File: src/rtl/simmem_reqack_responder.sv
// simmem_reqack_responder: destination-side agent for a level-REQ / pulse-ACK
// handshake. Answers each held request with a one-cycle ACK after a fixed or
// LFSR-derived delay, counts completed handshakes, latches protocol errors and
// stops for good after NumTransactions handshakes.
module simmem_reqack_responder #(
  parameter int          NumTransactions = 8,
  parameter int          DelayWidth      = 3,   // must not exceed 16 (LFSR width)
  parameter bit          RandomDelay     = 1'b1,
  parameter int          FixedDelay      = 2,
  parameter logic [15:0] LfsrSeed        = 16'hACE1,
  localparam int         CntW            = $clog2(NumTransactions + 1)
) (
  input  logic                  clk_i,
  input  logic                  rst_ni,
  input  logic                  enable_i,
  input  logic                  req_i,
  output logic                  ack_o,
  output logic [CntW-1:0]       count_o,
  output logic [DelayWidth-1:0] delay_o,
  output logic                  done_o,
  output logic                  error_o
);

  // An all-zero seed would lock the LFSR, so it is replaced by 1.
  localparam logic [15:0]           SeedEff     = (LfsrSeed == 16'h0000) ? 16'h0001 : LfsrSeed;
  localparam logic [CntW-1:0]       CntLast     = CntW'(NumTransactions);
  localparam logic [DelayWidth-1:0] FixedDelayW = DelayWidth'(FixedDelay);

  typedef enum logic [1:0] {
    StIdle = 2'd0,
    StWait = 2'd1,
    StAck  = 2'd2,
    StDone = 2'd3
  } state_e;

  state_e                state_q, state_d;
  logic [DelayWidth-1:0] wcnt_q, wcnt_d;
  logic [DelayWidth-1:0] delay_q, delay_d;
  logic [CntW-1:0]       count_q, count_d;
  logic [15:0]           lfsr_q, lfsr_d;
  logic                  done_q, done_d;
  logic                  error_q, error_d;
  logic [CntW-1:0]       count_inc;

  // 16-bit Galois LFSR, right shift, taps 0xB400.
  function automatic logic [15:0] lfsr_next(input logic [15:0] s);
    return (s >> 1) ^ (s[0] ? 16'hB400 : 16'h0000);
  endfunction

  assign count_inc = count_q + 1'b1;

  // Next-state and datapath updates; every register holds unless its state acts.
  always_comb begin
    state_d = state_q;
    wcnt_d  = wcnt_q;
    delay_d = delay_q;
    count_d = count_q;
    lfsr_d  = lfsr_q;
    done_d  = done_q;
    error_d = error_q;
    case (state_q)
      StIdle: begin
        if (req_i && enable_i) begin
          delay_d = RandomDelay ? lfsr_q[DelayWidth-1:0] : FixedDelayW;
          wcnt_d  = '0;
          state_d = StWait;
        end
      end
      StWait: begin
        // A dropped request outranks the delay expiring in the same cycle.
        if (!req_i) begin
          error_d = 1'b1;
          state_d = StIdle;
        end else if (wcnt_q == delay_q) begin
          state_d = StAck;
        end else begin
          wcnt_d = wcnt_q + 1'b1;
        end
      end
      StAck: begin
        if (req_i) begin
          count_d = count_inc;
          lfsr_d  = lfsr_next(lfsr_q);
          if (count_inc == CntLast) begin
            done_d  = 1'b1;
            state_d = StDone;
          end else begin
            state_d = StIdle;
          end
        end else begin
          error_d = 1'b1;
          state_d = StIdle;
        end
      end
      StDone: begin
        state_d = StDone;
      end
      default: begin
        state_d = StIdle;
      end
    endcase
  end

  // State and datapath registers with asynchronous reset.
  always_ff @(posedge clk_i or negedge rst_ni) begin
    if (!rst_ni) begin
      state_q <= StIdle;
      wcnt_q  <= '0;
      delay_q <= '0;
      count_q <= '0;
      lfsr_q  <= SeedEff;
      done_q  <= 1'b0;
      error_q <= 1'b0;
    end else begin
      state_q <= state_d;
      wcnt_q  <= wcnt_d;
      delay_q <= delay_d;
      count_q <= count_d;
      lfsr_q  <= lfsr_d;
      done_q  <= done_d;
      error_q <= error_d;
    end
  end

  assign ack_o   = (state_q == StAck);
  assign count_o = count_q;
  assign delay_o = delay_q;
  assign done_o  = done_q;
  assign error_o = error_q;

endmodule

File: config.mk
export PLATFORM = sky130hd
export DESIGN_NAME = simmem_reqack_responder
export DESIGN_NICKNAME = d
export VERILOG_FILES = /design/src/rtl/simmem_reqack_responder.sv
export SDC_FILE = /design/constraint.sdc
export NUM_CORES = 1
export LEC_CHECK = 0
export ABC_AREA = 1
export ABC_CLOCK_PERIOD_IN_PS = 1760
export BUFFER_PORTS_ARGS = -buffer_cell sky130_fd_sc_hd__buf_2
export CELL_PAD_IN_SITES_DETAIL_PLACEMENT = 0
export CELL_PAD_IN_SITES_GLOBAL_PLACEMENT = 2
export CORE_ASPECT_RATIO = 0.8
export CORE_MARGIN = 4
export CORE_UTILIZATION = 35
export CTS_CLUSTER_DIAMETER = 100
export DETAILED_ROUTE_END_ITERATION = 12
export PLACE_DENSITY = 0.85
export SLEW_MARGIN = 20
export SYNTH_ARGS = -nofsm -noshare
export SYNTH_HDL_FRONTEND = slang
export SYNTH_SLANG_ARGS = --single-unit
File: constraint.sdc
create_clock -name clk_i -period 1.76 [get_ports clk_i]
set_clock_uncertainty 0.05 [all_clocks]
set_input_delay 0.176 -clock clk_i [delete_from_list [all_inputs] [get_ports clk_i]]
set_output_delay 0.176 -clock clk_i [all_outputs]
set_load 0.005 [all_outputs]
==> results of run 1 <==
-- cells by family (layout without fill, tap and decap cells) --
group / Yosys count / in the layout / synth area share (%)
compound gates: 22 / 22 / 7.83
xor+xnor: 6 / 6 / 3.66
fa+ha+maj: 7 / 7 / 6.09
buf+inv: 30 / 49 / 8.27
flops: 30 / 30 / 52.9
simple gates: 75 / 75 / 21.2
-- power breakdown --
part	total, uW	internal, uW	switching [uW]
Combinational	22.3	5.62	16.7
Sequential	692	692	0.556
Clock	526	273	252
Total	1240	971	270
-- synth_stat cells --
| library cell | instances | share of area (%) |
|---|---|---|
| dfrtp_1 | 22 | 38 |
| o21bai_1 | 1 | 0.52 |
| nand3_2 | 1 | 0.70 |
| nand2_1 | 60 | 16 |
| buf_4 | 1 | 0.52 |
| nor2_1 | 4 | 1.0 |
| nand2_2 | 1 | 0.44 |
| xnor2_1 | 6 | 3.7 |
| o21ai_0 | 20 | 7.0 |
| nand3_1 | 6 | 2.1 |
| dfstp_2 | 8 | 15 |
| a21oi_1 | 1 | 0.35 |
| nand4_1 | 2 | 0.87 |
| clkbuf_1 | 1 | 0.26 |
| nor2_2 | 1 | 0.44 |
| inv_2 | 1 | 0.26 |
| ha_1 | 7 | 6.1 |
| inv_1 | 25 | 6.5 |
| buf_2 | 2 | 0.70 |
-- through the flow --
| step | total power, uW | util (%) | setup WS, ps |
|---|---|---|---|
| after global placement | 726 | 40.2 | 403 |
| after CTS | 1260 | 42.5 | 347 |
| after detailed placement | 726 | 40.2 | 366 |
| after floorplan | 706 | - | 497 |
| after global routing | 1290 | 42.5 | 131 |
| final | 1240 | 42.5 | 350 |
-- area by class of cell --
cell class                 instances  share of cell area [%]
tap                               55                    4.17
sequential                        30                    46.1
inverter                          26                    5.91
clock buffer                       6                    4.40
clock inverter                     2                   0.607
multi-input combinational        110                    33.8
timing repair buffer              15                    5.00
-- state kept, by name, summed over array words and instances (netlist names) --
name	flops
lfsr_q	16
delay_o	3
wcnt_q	3
error_o	1
done_o	1
count_o	4
state_q	2
-- layer usage --
metal  part of all wire, %  up-vias  global-route usage (%)  routed length, um
li1                      -      555                       -                  -
met1                    52      491                    15.4               1330
met2                    41       12                    17.2               1050
met3                   4.4        6                    4.11                112
met4                   2.2        0                    5.79                 57
met5                     0        -                       0                  0
-- worst min path at each step --
| stage | startpoint | to |
|---|---|---|
| CTS | req_i | error_o$_DFFE_PN0P_ |
| detailed placement | rst_ni | lfsr_q[4]$_DFFE_PN0P_ |
| global route | req_i | error_o$_DFFE_PN0P_ |
| finish | req_i | error_o$_DFFE_PN0P_ |
| global placement | rst_ni | lfsr_q[4]$_DFFE_PN0P_ |
| floorplan | rst_ni | count_o[0]$_DFFE_PN0P_ |
-- what timing repair did --
action | in CTS | in global routing
endpoints found under the hold margin | 22 | 0
endpoints found under the setup margin | 0 | 0
hold buffers | 1 | 0
-- worst max-delay path, delay by kind of cell (launching register included) --
kind / cells / cell delay [ps]
AND/OR/NAND/NOR: 5 / 500
flip-flops: 1 / 410
adder cells (fa/ha/maj): 1 / 210
buffers and inverters: 2 / 180
==> out/metrics.yaml, run 1 <==
routedWlPerCell_um: 10.5
placed_cell_area_mm2: 0.00156
rr_worst_depth: 8
rsz0062_at_grt: "false"
syn_area_per_cell_um2: 8.46
reg2reg_from: "state_q[0]$_DFFE_PN0P_"
holdPathStages: 2
ys.warnings.count: 0
grt_overflow: 0
endpoint: "wcnt_q[1]$_DFFE_PN0P_"
worstHoldPathType: "in2reg"
mostFrequentLayoutCells: "nand2_1 (60), inv_1 (25), dfrtp_1 (22)"
finalWirelength_mm: 2.56
crit_path_frequent_cell: "nand2_1"
grt_pass1_vias: 1035
tightest_slew_ps: 658
insertion_delay_ps: 270
cts-resized-gates: 0
h-tree-depth: 2
regToRegEndpoint: "wcnt_q[1]$_DFFE_PN0P_"
cts_root_buf: "clkbuf_8"
die_h_um: 65.3
via_count: 1064
critPathLaunch: "state_q[0]$_DFFE_PN0P_"
ff_latch_area_um2: 761
syn-instance-count: 170
remaining_drc_errors: 0
io_pins: 14
antenna_found_initial: 0
stdcell_area_mm2: 0.00165
path_class: "reg2reg"
cp_max_fo: 4
cts.sinks: 30
tns_ps: 0
synth_cell_types: 19
syn_area_mm2: 0.00144
hpwl_mm: 1.87
fin_crit_sh_pct: 80.1
fp.coreArea_mm2: 0.00388
worstPathCellList: "inv_1 > ha_1 > inv_1 > nand2_1 > nand2_1 > nor2_1 > nand2_1 > nand2_1"
fmax_mhz: 709
die_x_um: 79.7
place_inst: 235
power_density_mw_per_mm2: 752
period_minus_slack_ps: 1410
arrival_ps: 1580
slowest_delay_ps: 410
ir_drop_mv: 0.428
dr.pass1.iters: 4
ys_seq_area_share_pct: 52.9
stdcell_count: 244
cap_violations: 0
rows: 20
setup_viol: 0
gp_congestion: 0.816
multi_input_comb_area_um2: 558
outcome: "completed"
design.die.area_mm2: 0.00520
ys_ff_latch: 30
slew_headroom_pct: 56.1
nNetsFinal: 199
grt_max_degree: 31
p_leak_uw: 0.000820
cpMaxStageDelayCell: "dfrtp_1"
ctsLongestPathBuffers: 2
end_kind: "register"
syn_to_final_growth_pct: 14.8
drt_iter0_drc: 55
n_antenna_cell: 0
reg2reg_slack_ps: 350
drive_above_1_share_pct: 17.5
clk_pin_slew_ps: 60
cts_buffers: 5
hold_viol_final: 0
drtAntennaViolNets: 0
initial_core_util_pct: 37.1
grt_first_pass_wirelength_mm: 4.66
synth_fp_nets: 181
track_usage_pct: 11.7
tritoncts: "done"
slew_violations: 0
whs_ps: 112
fillers: 400
final_common_cell: "nand2_1"
crit_required_ps: 1930
portBuffers: 13
start_kind: "register"
post_cts_buffers: 0
via_per_inst: 4.36
Power figures use the tool's default switching activity.
==> run 2, diff against run 1 <==
ABC_CLOCK_PERIOD_IN_PS = 1200   (was 1760)
CORE_UTILIZATION = 31   (was 35)
PLACE_DENSITY = 0.8   (was 0.85)
clock period = 1.2 ns   (was 1.76 ns; I/O delays follow)
==> run 2 against run 1 <==
Compared with the run above:
- the run now ends with negative setup slack left
- clock power is 43% higher
- total power is 46% higher
- flip-flop and latch count stayed put
- sequential share of layout area is 9.0 points lower
- worst setup slack worse by 450 ps
- global-route usage is 0.73 points lower
- critical path type unchanged
==> out/metrics.yaml, run 2 (synthesis results as in run 1) <==
via_count: 1147
via_per_inst: 4.33
die_h_um: 68.9
fillers: 420
dr.pass1.iters: 4
outcome: "finished, violations left"
mostFrequentLayoutCells: "nand2_1 (42), dfrtp_1 (20), inv_1 (19)"
start_kind: "register"
cap_violations: 0
dp_slack_ps: -185
cts_buffers: 5
worst_path_dominant_cell_family: "simple AND/OR/NAND/NOR gates"
rsz0062_at_grt: "true"
routedWlPerCell_um: 11.9
tightest_slew_ps: 386
finalWirelength_mm: 3.16
die_x_um: 84.1
cpMaxStageDelayCell: "dfrtp_2"
fin_crit_sh_pct: 109
period_minus_slack_ps: 1300
setup_viol: 25
syn_to_final_growth_pct: 43.2
power_density_mw_per_mm2: 877
portBuffers: 13
clk_pin_slew_ps: 60
arrival_ps: 1470
insertion_delay_ps: 270
drt_iter0_drc: 33
violations: "negative setup slack"
fmax_mhz: 768
remaining_drc_errors: 0
initial_core_util_pct: 33.2
design.die.area_mm2: 0.00580
fp.coreArea_mm2: 0.00434
io_pins: 14
track_usage_pct: 11.0
hpwl_mm: 1.91
p_leak_uw: 0.000971
crit_path_frequent_cell: "nand2_1"
ctsLongestPathBuffers: 2
gp_congestion: 0.782
crit_required_ps: 1370
largest_register_ffs: 16
drtAntennaViolNets: 0
cts.sinks: 30
top_register: "lfsr_q"
cp_max_fo: 6
nNetsFinal: 218
n_antenna_cell: 0
drive_above_1_share_pct: 43.8
rows: 21
grt_max_degree: 31
setup_ws_ps: -102
worstPathCellList: "inv_4 > ha_4 > nand2_8 > nor2_4 > nand3_2 > nand3_1 > nand2_1 > nand2_1"
cts_root_buf: "clkbuf_8"
h-tree-depth: 2
worstHoldPathType: "in2reg"
slew_violations: 0
ir_drop_mv: 0.678
stdcell_area_mm2: 0.00206
placed_cell_area_mm2: 0.00166
grt_overflow: 0
crit_buf_inv: 1
grt_pass1_vias: 1067
tritoncts: "done"
final_common_cell: "nand2_1"
grt_first_pass_wirelength_mm: 4.97
slowest_delay_ps: 460
end_kind: "register"
antenna_found_initial: 0
slew_headroom_pct: 74.3
path_class: "reg2reg"
hold_viol_final: 0
==> run 2: cell count changes in the layout (fill, tap and decap cells not counted), sizes merged <==
cell and delta:
buf +17, clkinv -2, clkbuf +4
==> run 2: layout make-up <==
type,count,area [um^2],share of cell area (%)
Clock buffer,8,80.1,3.89
Inverter,26,105,5.11
Multi-Input combinational cell,110,754,36.7
Sequential cell,30,763,37.1
Tap cell,57,71.3,3.47
Timing Repair Buffer,34,284,13.8
==> run 2: worst reg2reg max path, delay by kind of cell (launching register included) <==
family | cells | cell delay, ps
buffers and inverters | 1 | 100
flip-flops | 1 | 460
adder cells (fa/ha/maj) | 1 | 170
AND/OR/NAND/NOR | 6 | 480
==> run 2: where the power goes <==
part | switching (uW) | internal, uW | total, uW
registers | 0.756 | 1010 | 1020
clock network | 340 | 411 | 751
logic | 28.9 | 10.4 | 39.2
total | 370 | 1440 | 1810
==> run 2: stage by stage <==
stage | cells | hold WS, ps | power, uW | setup TNS [ps] | utilization [%]
CTS | 258 | 71.4 | 1850 | -1230 | 42.3
floorplan | 170 | -226 | 1040 | -4.97 | -
detailed placement | 246 | 112 | 1070 | -1750 | 38.4
global route | 265 | 148 | 1900 | -3040 | 47.5
global placement | 246 | 99.4 | 1070 | -1210 | 38.4
finish | 265 | 132 | 1810 | -1310 | 47.5
==> run 2: path summary, 6_finish.rpt <==
path	start	to	slack, ps	depth (start not counted)
min in group asynchronous	rst_ni	lfsr_q[1]$_DFFE_PN0P_	350	3
worst max register to register	state_q[0]$_DFFE_PN0P_	state_q[1]$_DFFE_PN0P_	-100	8
worst min register to register	done_o$_DFFE_PN0P_	done_o$_DFFE_PN0P_	420	2
max in group asynchronous	rst_ni	lfsr_q[6]$_DFFE_PN1P_	440	3
worst min-delay path	req_i	error_o$_DFFE_PN0P_	130	2
worst max-delay path	state_q[0]$_DFFE_PN0P_	state_q[1]$_DFFE_PN0P_	-100	8
==> run 2: what timing repair did <==
action,4_1_cts,5_1_grt
cloned,0,3
pin swaps,5,10
endpoints found under the setup margin,29,30
resized for setup,18,49
buffers inserted,3,4
hold buffers,1,0
endpoints found under the hold margin,22,0
==> run 2: layer usage <==
metal  GRT usage, %  vias to the layer above  wire length [um]
met2           16.3                       18              1340
met1           14.7                      524              1650
li1               -                      598                 -
met4           3.61                        0                29
met3           4.39                        7               146
met5              0                        -                 0
